$ cat config.mk
export PLATFORM = sky130hd
export DESIGN_NAME = lix_reg_drain
export DESIGN_NICKNAME = d
export VERILOG_FILES = /design/src/rtl/lix_pkg.sv /design/src/rtl/lix_dff_en.sv /design/src/rtl/lix_reg_drain.sv
export SDC_FILE = /design/constraint.sdc
export NUM_CORES = 1
export LEC_CHECK = 0
export CORE_UTILIZATION = 56
export CTS_BUF_LIST = sky130_fd_sc_hd__clkbuf_2 sky130_fd_sc_hd__clkbuf_4 sky130_fd_sc_hd__clkbuf_8
export DETAILED_ROUTE_END_ITERATION = 10
export PLACE_DENSITY = 0.88
export SLEW_MARGIN = 20
export SYNTH_ARGS = -nofsm -noshare
export SYNTH_HDL_FRONTEND = slang
export SYNTH_SLANG_ARGS = --single-unit
$ cat constraint.sdc
create_clock -name clk_i -period 4.6 [get_ports clk_i]
set_clock_uncertainty 0.05 [all_clocks]
set_input_delay 0.46 -clock clk_i [delete_from_list [all_inputs] [get_ports clk_i]]
set_output_delay 0.46 -clock clk_i [all_outputs]
set_load 0.02 [all_outputs]
$ cat src/rtl/lix_pkg.sv
// lix_pkg: shared definitions for the lix_* datapath library.
//   - LIX_DRN_* : state encodings for the lix_reg_drain skid buffer FSM
//   - LIX_RST_DATA_BIT : value every data register bit takes on reset
//   - lix_drn_cnt() : occupancy implied by a drain state
package lix_pkg;

  localparam logic [1:0] LIX_DRN_EMPTY = 2'd0;
  localparam logic [1:0] LIX_DRN_ONE   = 2'd1;
  localparam logic [1:0] LIX_DRN_FULL  = 2'd2;

  // Data registers reset to all zeros so o_z is never X after reset.
  localparam logic LIX_RST_DATA_BIT = 1'b0;

  // Occupancy is derived from the state alone, so it cannot exceed 2.
  function automatic logic [1:0] lix_drn_cnt(input logic [1:0] st);
    logic [1:0] cnt;
    case (st)
      LIX_DRN_EMPTY: cnt = 2'd0;
      LIX_DRN_ONE:   cnt = 2'd1;
      LIX_DRN_FULL:  cnt = 2'd2;
      default:       cnt = 2'd0;
    endcase
    return cnt;
  endfunction

endpackage

$ cat src/rtl/lix_dff_en.sv
// lix_dff_en: W-bit enable flop with asynchronous active-high reset.
// Kept as its own module so the storage cell can be remapped per target
// library without touching the control logic that uses it.
// Ports:
//   clk  - rising-edge clock
//   rst  - asynchronous active-high reset, clears q
//   en   - load enable
//   d    - data in
//   q    - registered data out
module lix_dff_en
  import lix_pkg::*;
#(
  parameter int W = 32
) (
  input  logic         clk,
  input  logic         rst,
  input  logic         en,
  input  logic [W-1:0] d,
  output logic [W-1:0] q
);

  // Storage register: load on enable, clear on reset.
  always_ff @(posedge clk or posedge rst) begin
    if (rst) begin
      q <= {W{LIX_RST_DATA_BIT}};
    end else if (en) begin
      q <= d;
    end else begin
      q <= q;
    end
  end

endmodule

$ cat src/rtl/lix_reg_drain.sv
// lix_reg_drain: 2-entry skid buffer between an enable-gated producer and a
// valid/ready consumer. Head slot H drives o_z; skid slot S catches a word
// only when H is occupied and not being popped.
// Ports:
//   clk_i   - clock, all state on rising edge
//   rst_i   - asynchronous active-high reset
//   i_vld   - upstream word valid
//   i_en    - upstream enable; word offered only when i_vld && i_en
//   i_x     - upstream data
//   o_rdy   - buffer can accept (registered)
//   i_flush - synchronous discard of all buffered words (highest priority)
//   o_vld   - head word valid (registered)
//   o_z     - head word data (registered, straight from H)
//   i_rdy   - downstream ready
//   o_cnt   - occupancy 0..2 (registered)
module lix_reg_drain
  import lix_pkg::*;
#(
  parameter int W = 32
) (
  input  logic         clk_i,
  input  logic         rst_i,
  input  logic         i_vld,
  input  logic         i_en,
  input  logic [W-1:0] i_x,
  output logic         o_rdy,
  input  logic         i_flush,
  output logic         o_vld,
  output logic [W-1:0] o_z,
  input  logic         i_rdy,
  output logic [1:0]   o_cnt
);

  logic [1:0]   state_r;
  logic [1:0]   next_state_s;
  logic         push_s;
  logic         pop_s;
  logic         h_en_s;
  logic         s_en_s;
  logic [W-1:0] h_d_s;
  logic [W-1:0] s_q_s;
  logic         vld_nx_s;
  logic         rdy_nx_s;
  logic [1:0]   cnt_nx_s;

  // Handshakes use the registered flags, so there is no path i_rdy -> o_rdy.
  assign push_s = i_vld && i_en && o_rdy;
  assign pop_s  = o_vld && i_rdy;

  // State register plus flags registered from the next state, so the flags
  // describe the state in the same cycle it is entered.
  always_ff @(posedge clk_i or posedge rst_i) begin
    if (rst_i) begin
      state_r <= LIX_DRN_EMPTY;
      o_vld   <= 1'b0;
      o_rdy   <= 1'b1;
      o_cnt   <= 2'd0;
    end else begin
      state_r <= next_state_s;
      o_vld   <= vld_nx_s;
      o_rdy   <= rdy_nx_s;
      o_cnt   <= cnt_nx_s;
    end
  end

  // Next-state and slot-load decode; flush overrides any push or pop.
  always_comb begin
    next_state_s = state_r;
    h_en_s       = 1'b0;
    s_en_s       = 1'b0;
    h_d_s        = i_x;
    if (i_flush) begin
      next_state_s = LIX_DRN_EMPTY;
    end else begin
      case (state_r)
        LIX_DRN_EMPTY: begin
          if (push_s) begin
            h_en_s       = 1'b1;
            next_state_s = LIX_DRN_ONE;
          end else begin
            next_state_s = LIX_DRN_EMPTY;
          end
        end
        LIX_DRN_ONE: begin
          if (push_s && pop_s) begin
            h_en_s       = 1'b1;
            next_state_s = LIX_DRN_ONE;
          end else if (push_s) begin
            s_en_s       = 1'b1;
            next_state_s = LIX_DRN_FULL;
          end else if (pop_s) begin
            next_state_s = LIX_DRN_EMPTY;
          end else begin
            next_state_s = LIX_DRN_ONE;
          end
        end
        LIX_DRN_FULL: begin
          // o_rdy is low here, so only a pop can happen: promote S into H.
          if (pop_s) begin
            h_en_s       = 1'b1;
            h_d_s        = s_q_s;
            next_state_s = LIX_DRN_ONE;
          end else begin
            next_state_s = LIX_DRN_FULL;
          end
        end
        default: begin
          next_state_s = LIX_DRN_EMPTY;
        end
      endcase
    end
  end

  // Output decode from the next state, fed to the flag registers.
  always_comb begin
    vld_nx_s = (next_state_s != LIX_DRN_EMPTY);
    rdy_nx_s = (next_state_s != LIX_DRN_FULL);
    cnt_nx_s = lix_drn_cnt(next_state_s);
  end

  lix_dff_en #(.W(W)) u_head (
    .clk (clk_i),
    .rst (rst_i),
    .en  (h_en_s),
    .d   (h_d_s),
    .q   (o_z)
  );

  lix_dff_en #(.W(W)) u_skid (
    .clk (clk_i),
    .rst (rst_i),
    .en  (s_en_s),
    .d   (i_x),
    .q   (s_q_s)
  );

endmodule

; Word level (Yosys, flattened, before mapping)
; Index checks and enable logic that the tools add are counted.
[totals]
output_inout_bits = 36
regBits = 70
in_bits = 38
wordCells = 36
[classes]
n_eq_ne = 5
muxes = 19
n_reduce_logical = 6
[op_table]
columns = operator, count
row1 = two-way mux 32 bit, 3
row2 = two-way mux 1 bit, 9
row3 = two-way mux 2 bit, 4
row4 = one-hot mux 2 bit (3 select lines), 1
row5 = equality test 2 x 1 -> 1 bit (second input constant), 2
row6 = equality test 2 bit (second input constant), 2
row7 = logical AND 1 bit, 4
row8 = one-hot mux 2 bit (2 select lines), 1
row9 = one-hot mux 1 bit (3 select lines), 1
row10 = logical NOT 2 bit, 1
row11 = inequality test 2 bit (second input constant), 1
row12 = nonzero test 2 bit, 1

; Logic depth before layout (Yosys ltp)
; Gate-level depths: netlist of the first run.
[logic_depth]
word_depth = 8
mapped_depth = 8
mapped_depth_nobuf = 7

; By module
; Synthesis of the first run repeated with hierarchy kept, for this count alone.
[unflattened]
hier_cells = 207
hier_area_um2 = 3597.2
[by_module_without_submodules]
columns = module, area_each_um2, seq_area_each_um2, n_inst, cells_per_inst
row1 = lix_dff_en, 1348.8, 800.8, 2, 69
row2 = lix_reg_drain, 899.6, 151.4, 1, 69

; Worst setup path after synthesis of the first run
; OpenSTA, ideal clock, no wires.
[synth_timing]
kind = reg2reg
from = register o_rdy
to = register u_skid.q[0]
path_slack_ps = 2650
n_path_buf = 2
stages_incl_launch_ff = 7
period_less_slack_ps = 1950
setup_ps = 125
arrival_time_ps = 1775
required_ps = 4425
path_cell_list = dfstp_2 -> and3_1 -> ha_1 -> and4bb_2 -> buf_2 -> buf_2 -> mux2_2
[synth_between]
elab_chain_cells = 5
word_cells_on_any_way = 6
classes_between = mux (4) / reduce/logical (2)
[synth_rtl]
columns = item, line_no
row1 = from (decl), lix_reg_drain.sv:26  ; output logic o_rdy,
row2 = from (signal assigned), lix_reg_drain.sv:61  ; o_rdy <= rdy_nx_s;
row3 = logical AND 1 bit (*), lix_reg_drain.sv:47  ; assign push_s = i_vld && i_en && o_rdy;
row4 = two-way mux 1 bit / logical AND 1 bit (equally long branches), "lix_reg_drain.sv:88, lix_reg_drain.sv:85"
row5 = two-way mux 1 bit (*), lix_reg_drain.sv:85  ; if (push_s && pop_s) begin
row6 = two-way mux 1 bit (*), lix_reg_drain.sv:75  ; case (state_r)
row7 = two-way mux 1 bit (*), lix_reg_drain.sv:72  ; if (i_flush) begin
row8 = to (signal assigned), lix_dff_en.sv:25  ; q <= {W{LIX_RST_DATA_BIT}};
row9 = to (signal assigned), lix_dff_en.sv:29  ; q <= q;
row10 = to (decl), lix_dff_en.sv:19  ; output logic [W-1:0] q
; Mark *: on every way between the ends. The rest lies on a longest branch, timed or not.
; A chain may end at the register's enable or synchronous reset.

; Final worst setup path of the first run
[layout_timing]
from = input port i_rdy
to = register u_head.q[4]
[layout_between]
elab_chain_cells = 5
word_cells_on_any_way = 9
classes_between = mux (7) / reduce/logical (2)
[layout_rtl]
columns = item, line_no
row1 = from (decl), lix_reg_drain.sv:30  ; input logic i_rdy,
row2 = logical AND 1 bit (*), lix_reg_drain.sv:48  ; assign pop_s = o_vld && i_rdy;
row3 = logical AND 1 bit, lix_reg_drain.sv:85
row4 = two-way mux 1 bit, lix_reg_drain.sv:85
row5 = one-hot mux 1 bit (3 select lines), lix_reg_drain.sv:75
row6 = two-way mux 1 bit, lix_reg_drain.sv:72
row7 = to (signal assigned), lix_dff_en.sv:25
row8 = to (signal assigned), lix_dff_en.sv:29
row9 = to (decl), lix_dff_en.sv:19
; Marks and branches as above.

==> results.py, run 1 <==
metrics = {
    "logic_synthesis": {
        "synthSimpleGateAreaFrac": 0.0343,
        "synth_compound_area_frac": 0.0113,
        "syn_area_per_cell_um2": 16.1,
        "synth_top_family_by_area": "multiplexers",
        "ys_types": 23,
        "netlist_instances": 199,
        "synth_warnings": 0,
        "ys_seq_area_frac": 0.547,
        "synth_xor_xnor_area_share": 0,
        "synth.area.mux_share": 0.372,
        "synth_nets": 239,
        "ys_ff_latch": 70,
        "netlist_area_mm2": 0.00321,
        "synthAdderAreaFrac": 0.00781,
    },
    "clock_tree": {
        "postCtsSetupBuffers": 0,
        "cts_tree": "built",
        "cts_max_level": 3,
        "cts_made_buffers": 9,
        "insertion_delay_ns": 0.33,
        "cts_buffer_depth": 2,
        "post_cts_resized": 0,
        "cts.sinks": 70,
        "cts_root_buffer": "clkbuf_8",
        "clk_pin_slew_ns": 0.07,
        "postCtsHoldBufs": 0,
    },
    "timing": {
        "fmax_ghz": 0.401,
        "slew_viol_final": 0,
        "period_needed_ns": 2.49,
        "fin_setup_tns_ns": 0,
        "finalSetupViolations": 0,
        "finalCritPeriodShare": 0.542,
        "tightest_slew_ns": 0.922,
        "rsz0062_at_grt": "no",
        "hold_viol": 0,
        "fin_ws_ns": 2.11,
        "timing.slew.headroom": 0.384,
    },
    "route": {
        "drt_wl_total_mm": 5.52,
        "avgViaCountPerCell": 5.25,
        "dr_total_vias": 1844,
        "drc": 0,
        "drt-pass1-iter-count": 5,
        "ant_nets": 0,
        "drt_iter0_drc": 54,
        "wire_per_inst_um": 15.7,
    },
    "final_layout": {
        "nets": 314,
        "synthToLayoutAreaGrowth_pct": 30.7,
        "final_cell_mix": "73 x clkdlybuf4s50_1, 69 x dfrtp_1, 66 x mux2_2",
        "nFillCells": 361,
        "drive_above_1_share": 0.430,
        "layout_commonest_cell": "clkdlybuf4s50_1",
        "instances_no_fill": 351,
        "antenna_cells": 0,
    },
    "placed_design": {
        "dp_hpwl_mm": 3.61,
        "port_buffers": 73,
        "place_inst": 335,
        "pre_cts_slack_ns": 1.73,
        "gp_congestion": 0.677,
    },
    "critical_path": {
        "crit_path_end_kind": "flip-flop",
        "crit_path_start_kind": "input pin",
        "required_ns": 4.76,
        "path_max_fanout": 32,
        "arrival_ns": 2.66,
        "reg2reg_depth": 4,
        "critPathKind": "input pin to flip-flop",
    },
    "global_route": {
        "grt_pass1_vias": 1935,
        "globalRouteTotalUtil": 0.206,
        "antenna_found_initial": 0,
        "grt_max_degree": 39,
        "grt_pass1_wl_mm": 9.18,
        "grt_overflow": 0,
    },
    "power": {
        "power_density_mw_per_mm2": 444,
        "ir_drop_v": 0.000313,
        "p_leak_nw": 1.94,
    },
    "min_path": {
        "min_path_cells": 1,
        "min_path_type": "flip-flop to flip-flop",
    },
    "floorplan": {
        "die_w_um": 77.7,
        "ios": 74,
        "core_mm2": 0.00551,
        "die_area_mm2": 0.00603,
        "start_util": 0.582,
        "num_rows": 27,
        "die_y_um": 77.7,
    },
    "job": {
        "max_cap_violations": 0,
    },
    "outcome": {
        "status": "completed",
    },
}
==> per-stage QoR <==
stage	total power [W]	hold WS [ns]	utilization	instance area (um^2)
after detailed placement	0.00135	0.443	0.720	3970
after global routing	0.00195	0.469	0.761	4190
after floorplan	0.00111	0.427	-	3210
final	0.00186	0.454	0.761	4190
after global placement	0.00132	0.437	0.720	3970
after CTS	0.00188	0.459	0.761	4190
==> synth_stat cells <==
| master | n | area, um^2 |
|---|---|---|
| and3_1 | 1 | 6.26 |
| and4bb_2 | 1 | 12.5 |
| buf_4 | 3 | 22.5 |
| nand2b_1 | 2 | 12.5 |
| nand2_1 | 3 | 11.3 |
| buf_6 | 3 | 33.8 |
| nand4b_1 | 1 | 8.76 |
| a21o_1 | 1 | 7.51 |
| o21bai_2 | 1 | 11.3 |
| dfstp_2 | 1 | 26.3 |
| mux2_4 | 30 | 450 |
| a21oi_1 | 2 | 10.0 |
| nor2_1 | 1 | 3.75 |
| mux2_2 | 66 | 743 |
| buf_2 | 4 | 20.0 |
| nor3b_4 | 1 | 18.8 |
| nor3b_2 | 1 | 12.5 |
| inv_1 | 3 | 11.3 |
| and2_1 | 1 | 6.26 |
| dfrtp_1 | 69 | 1730 |
| nand3_4 | 1 | 17.5 |
| o21bai_1 | 1 | 7.51 |
| ha_1 | 2 | 25.0 |
==> worst paths after layout <==
path	start	endpoint	slack, ns
max	i_rdy	u_head.q[4]	2.11
min	u_head.q[17]	u_head.q[17]	0.45
max reg2reg	o_rdy	u_skid.q[13]	2.28
min reg2reg	u_head.q[17]	u_head.q[17]	0.45
max in group asynchronous	rst_i	o_rdy	3.03
min in group asynchronous	rst_i	u_head.q[18]	0.51
==> power breakdown <==
group / internal (W) / switching (W) / leakage [nW] / total (W)
Combinational: 0.000288 / 0.000195 / 0.964 / 0.000483
Clock: 0.000316 / 0.000215 / 0.112 / 0.000531
Sequential: 0.000767 / 0.0000804 / 0.868 / 0.000848
Total: 0.00137 / 0.000490 / 1.94 / 0.00186
==> state kept, by name, indices dropped and copies added, names as in the netlist <==
signal	cells
o_vld	1
state_r	2
u_skid.q	32
o_rdy	1
o_cnt	2
u_head.q	32
==> routing by layer <==
layer  share of wire  up-vias  GRT usage  wire [um]
met2            0.48       61      0.330       2660
met4           0.026        0      0.119        144
met3           0.057       12     0.0553        314
met1            0.43      917      0.252       2400
li1                -      854          -          -
met5               0        -          0          0
==> critical path, stage by stage <==
cell	delay, ns
clkdlybuf4s50_1	0.46
nand2_1	0.17
inv_1	0.07
ha_1	0.19
nand2_1	0.06
a21oi_1	0.09
o21bai_4	0.73
mux2_2	0.42
==> layout make-up <==
cell class | count | area (um^2) | area share
Clock buffer | 14 | 186 | 0.0445
Clock inverter | 2 | 37.5 | 0.00896
Inverter | 3 | 11.3 | 0.00269
Multi-Input combinational cell | 116 | 1370 | 0.328
Sequential cell | 70 | 1750 | 0.418
Tap cell | 72 | 90.1 | 0.0215
Timing Repair Buffer | 74 | 738 | 0.176
==> kinds of logic (layout without fill, tap and decap cells) <==
kind of cell             after synthesis  after routing
AO/OA/AOI/OAI                          5              5
adder cells (fa/ha/maj)                2              2
AND/OR/NAND/NOR                       13             13
multiplexers                          96             96
buffers and inverters                 13             93
flip-flops                            70             70
Power figures use the tool's default switching activity.
==> run 2: changes to the inputs <==
Settings changed: CORE_UTILIZATION 56 to 47, PLACE_DENSITY 0.88 to 0.79.
Clock period 4.6 ns to 2.1 ns, I/O delays scaled along.
==> run 2 against run 1 <==
  * The run now ends with design-rule violations left
  * Non-clock buffer count rose by 9
  * Global-route usage fell by 2.6 points
  * Worst setup slack got worse by 1.9 ns
  * Sequential power rose by 120%
  * First-iteration DRC count rose by 37%
  * Utilization fell by 9.0 points
  * Register-to-register slack got worse by 2.1 ns
  * Clock power rose by 110%
  * Count of clock-buffer cells in the layout fell by 3
  * Via count rose by 2.3%
  * Largest power group unchanged
==> results.py, run 2 (synthesized netlist as in run 1, its figures left out) <==
metrics = {
    "power": {
        "power_density_mw_per_mm2": 927,
        "p_leak_nw": 2.01,
        "ir_drop_v": 0.000528,
    },
    "final_layout": {
        "multiInputGateArea_mm2": 0.00137,
        "synthToLayoutAreaGrowth_pct": 35.1,
        "seq_area_mm2": 0.00175,
        "layout_commonest_cell": "clkdlybuf4s50_1",
        "utilization": 0.670,
        "nFillCells": 485,
        "final_cell_mix": "73 x clkdlybuf4s50_1, 69 x dfrtp_1, 66 x mux2_2",
        "antenna_cells": 0,
        "nets": 323,
        "instances_no_fill": 365,
        "drive_above_1_share": 0.448,
        "reg_top3": "u_head.q (32), u_skid.q (32)",
    },
    "route": {
        "drt_wl_total_mm": 5.76,
        "drt_iter0_drc": 74,
        "avgViaCountPerCell": 5.17,
        "dr_total_vias": 1886,
        "drt-pass1-iter-count": 10,
        "drc": 5,
        "wire_per_inst_um": 15.8,
        "ant_nets": 0,
    },
    "timing": {
        "slew_viol_final": 0,
        "timing.slew.headroom": 0.752,
        "finalCritPeriodShare": 0.905,
        "hold_ws_ns": 0.225,
        "fmax_ghz": 0.526,
        "fin_setup_tns_ns": 0,
        "period_needed_ns": 1.90,
        "rsz0062_at_grt": "no",
        "hold_viol": 0,
        "finalSetupViolations": 0,
        "tightest_slew_ns": 0.372,
    },
    "min_path": {
        "min_path_type": "input pin to asynchronous set/reset pin",
    },
    "clock_tree": {
        "post_cts_resized": 0,
        "cts.sinks": 70,
        "insertion_delay_ns": 0.34,
        "postCtsHoldBufs": 0,
        "cts_root_buffer": "clkbuf_8",
        "clk_pin_slew_ns": 0.07,
        "cts_buffer_depth": 2,
        "cts_tree": "built",
        "postCtsSetupBuffers": 0,
        "cts_max_level": 3,
        "cts_made_buffers": 9,
    },
    "global_route": {
        "grt_overflow": 0,
        "grt_pass1_vias": 2081,
        "antenna_found_initial": 0,
        "grt_pass1_wl_mm": 9.83,
        "grt_max_degree": 71,
        "globalRouteTotalUtil": 0.180,
    },
    "placed_design": {
        "port_buffers": 73,
        "place_inst": 349,
        "dp_hpwl_mm": 3.92,
        "gp_congestion": 0.689,
    },
    "critical_path": {
        "required_ns": 2.27,
        "crit_path_end_kind": "flip-flop",
        "critPathKind": "flip-flop to flip-flop",
        "crit_path_start_kind": "flip-flop",
        "path_max_fanout": 16,
        "arrival_ns": 2.07,
    },
    "job": {
        "max_cap_violations": 0,
    },
    "outcome": {
        "violations": "design-rule violations",
        "status": "complete, but fails checks",
    },
    "floorplan": {
        "die_w_um": 84.6,
        "start_util": 0.496,
        "die_area_mm2": 0.00715,
        "core_mm2": 0.00646,
        "num_rows": 29,
        "die_y_um": 84.6,
        "ios": 74,
    },
}
-- run 2: changes by cell type in the layout (fill, tap and decap cells not counted), sizes merged --
cell      previous run  this run
clkinv               0         2
buf                  1        10
clkinvlp             1         2
clkbuf              14        11
-- run 2: worst paths after layout --
| path | from | to | slack [ns] | cells past startpoint |
|---|---|---|---|---|
| max in group asynchronous | rst_i | o_rdy | 1.45 | 3 |
| min in group clk_i | u_head.q[14] | u_head.q[14] | 0.45 | 1 |
| hold reg to reg | u_head.q[14] | u_head.q[14] | 0.45 | 1 |
| setup / recovery | o_rdy | u_head.q[28] | 0.20 | 7 |
| hold / removal | rst_i | u_skid.q[13] | 0.23 | 3 |
| setup reg to reg | o_rdy | u_head.q[28] | 0.20 | 7 |
-- run 2: area by class of cell --
type / instances / share of cell area
Sequential cell: 70 / 0.405
Inverter: 3 / 0.00260
Tap cell: 77 / 0.0222
Clock buffer: 11 / 0.0335
Clock inverter: 5 / 0.0136
Timing Repair Buffer: 83 / 0.206
Multi-Input combinational cell: 116 / 0.317
-- run 2: power by group --
part	internal, W	total [W]	leakage (nW)	switching (W)
Sequential	0.00168	0.00185	0.868	0.000172
Combinational	0.000645	0.00108	1.04	0.000432
Clock	0.000594	0.00109	0.0990	0.000493
-- run 2: critical path: stages (launching register included) --
cell and delay [ns]:
dfstp_2 0.54, and3_1 0.19, ha_1 0.15, nand2_1 0.05, a21oi_1 0.24, o21bai_4 0.11, buf_12 0.17, mux2_2 0.28
-- run 2: layer usage --
layer | global-route usage | wire length (um) | vias up
met4 | 0.0416 | 57 | 0
met1 | 0.215 | 2410 | 942
li1 | - | - | 881
met2 | 0.302 | 2910 | 56
met5 | 0 | 0 | -
met3 | 0.0806 | 391 | 7
-- run 2: through the flow --
| step | power [W] | area, um^2 | setup WS [ns] |
|---|---|---|---|
| final | 0.00402 | 4330 | 0.200 |
| after global placement | 0.00293 | 4130 | 0.0566 |
| after floorplan | 0.00244 | 3210 | 0.0734 |
| after detailed placement | 0.00297 | 4130 | -0.0314 |
| after global routing | 0.00422 | 4330 | 0.106 |
| after CTS | 0.00407 | 4330 | 0.171 |
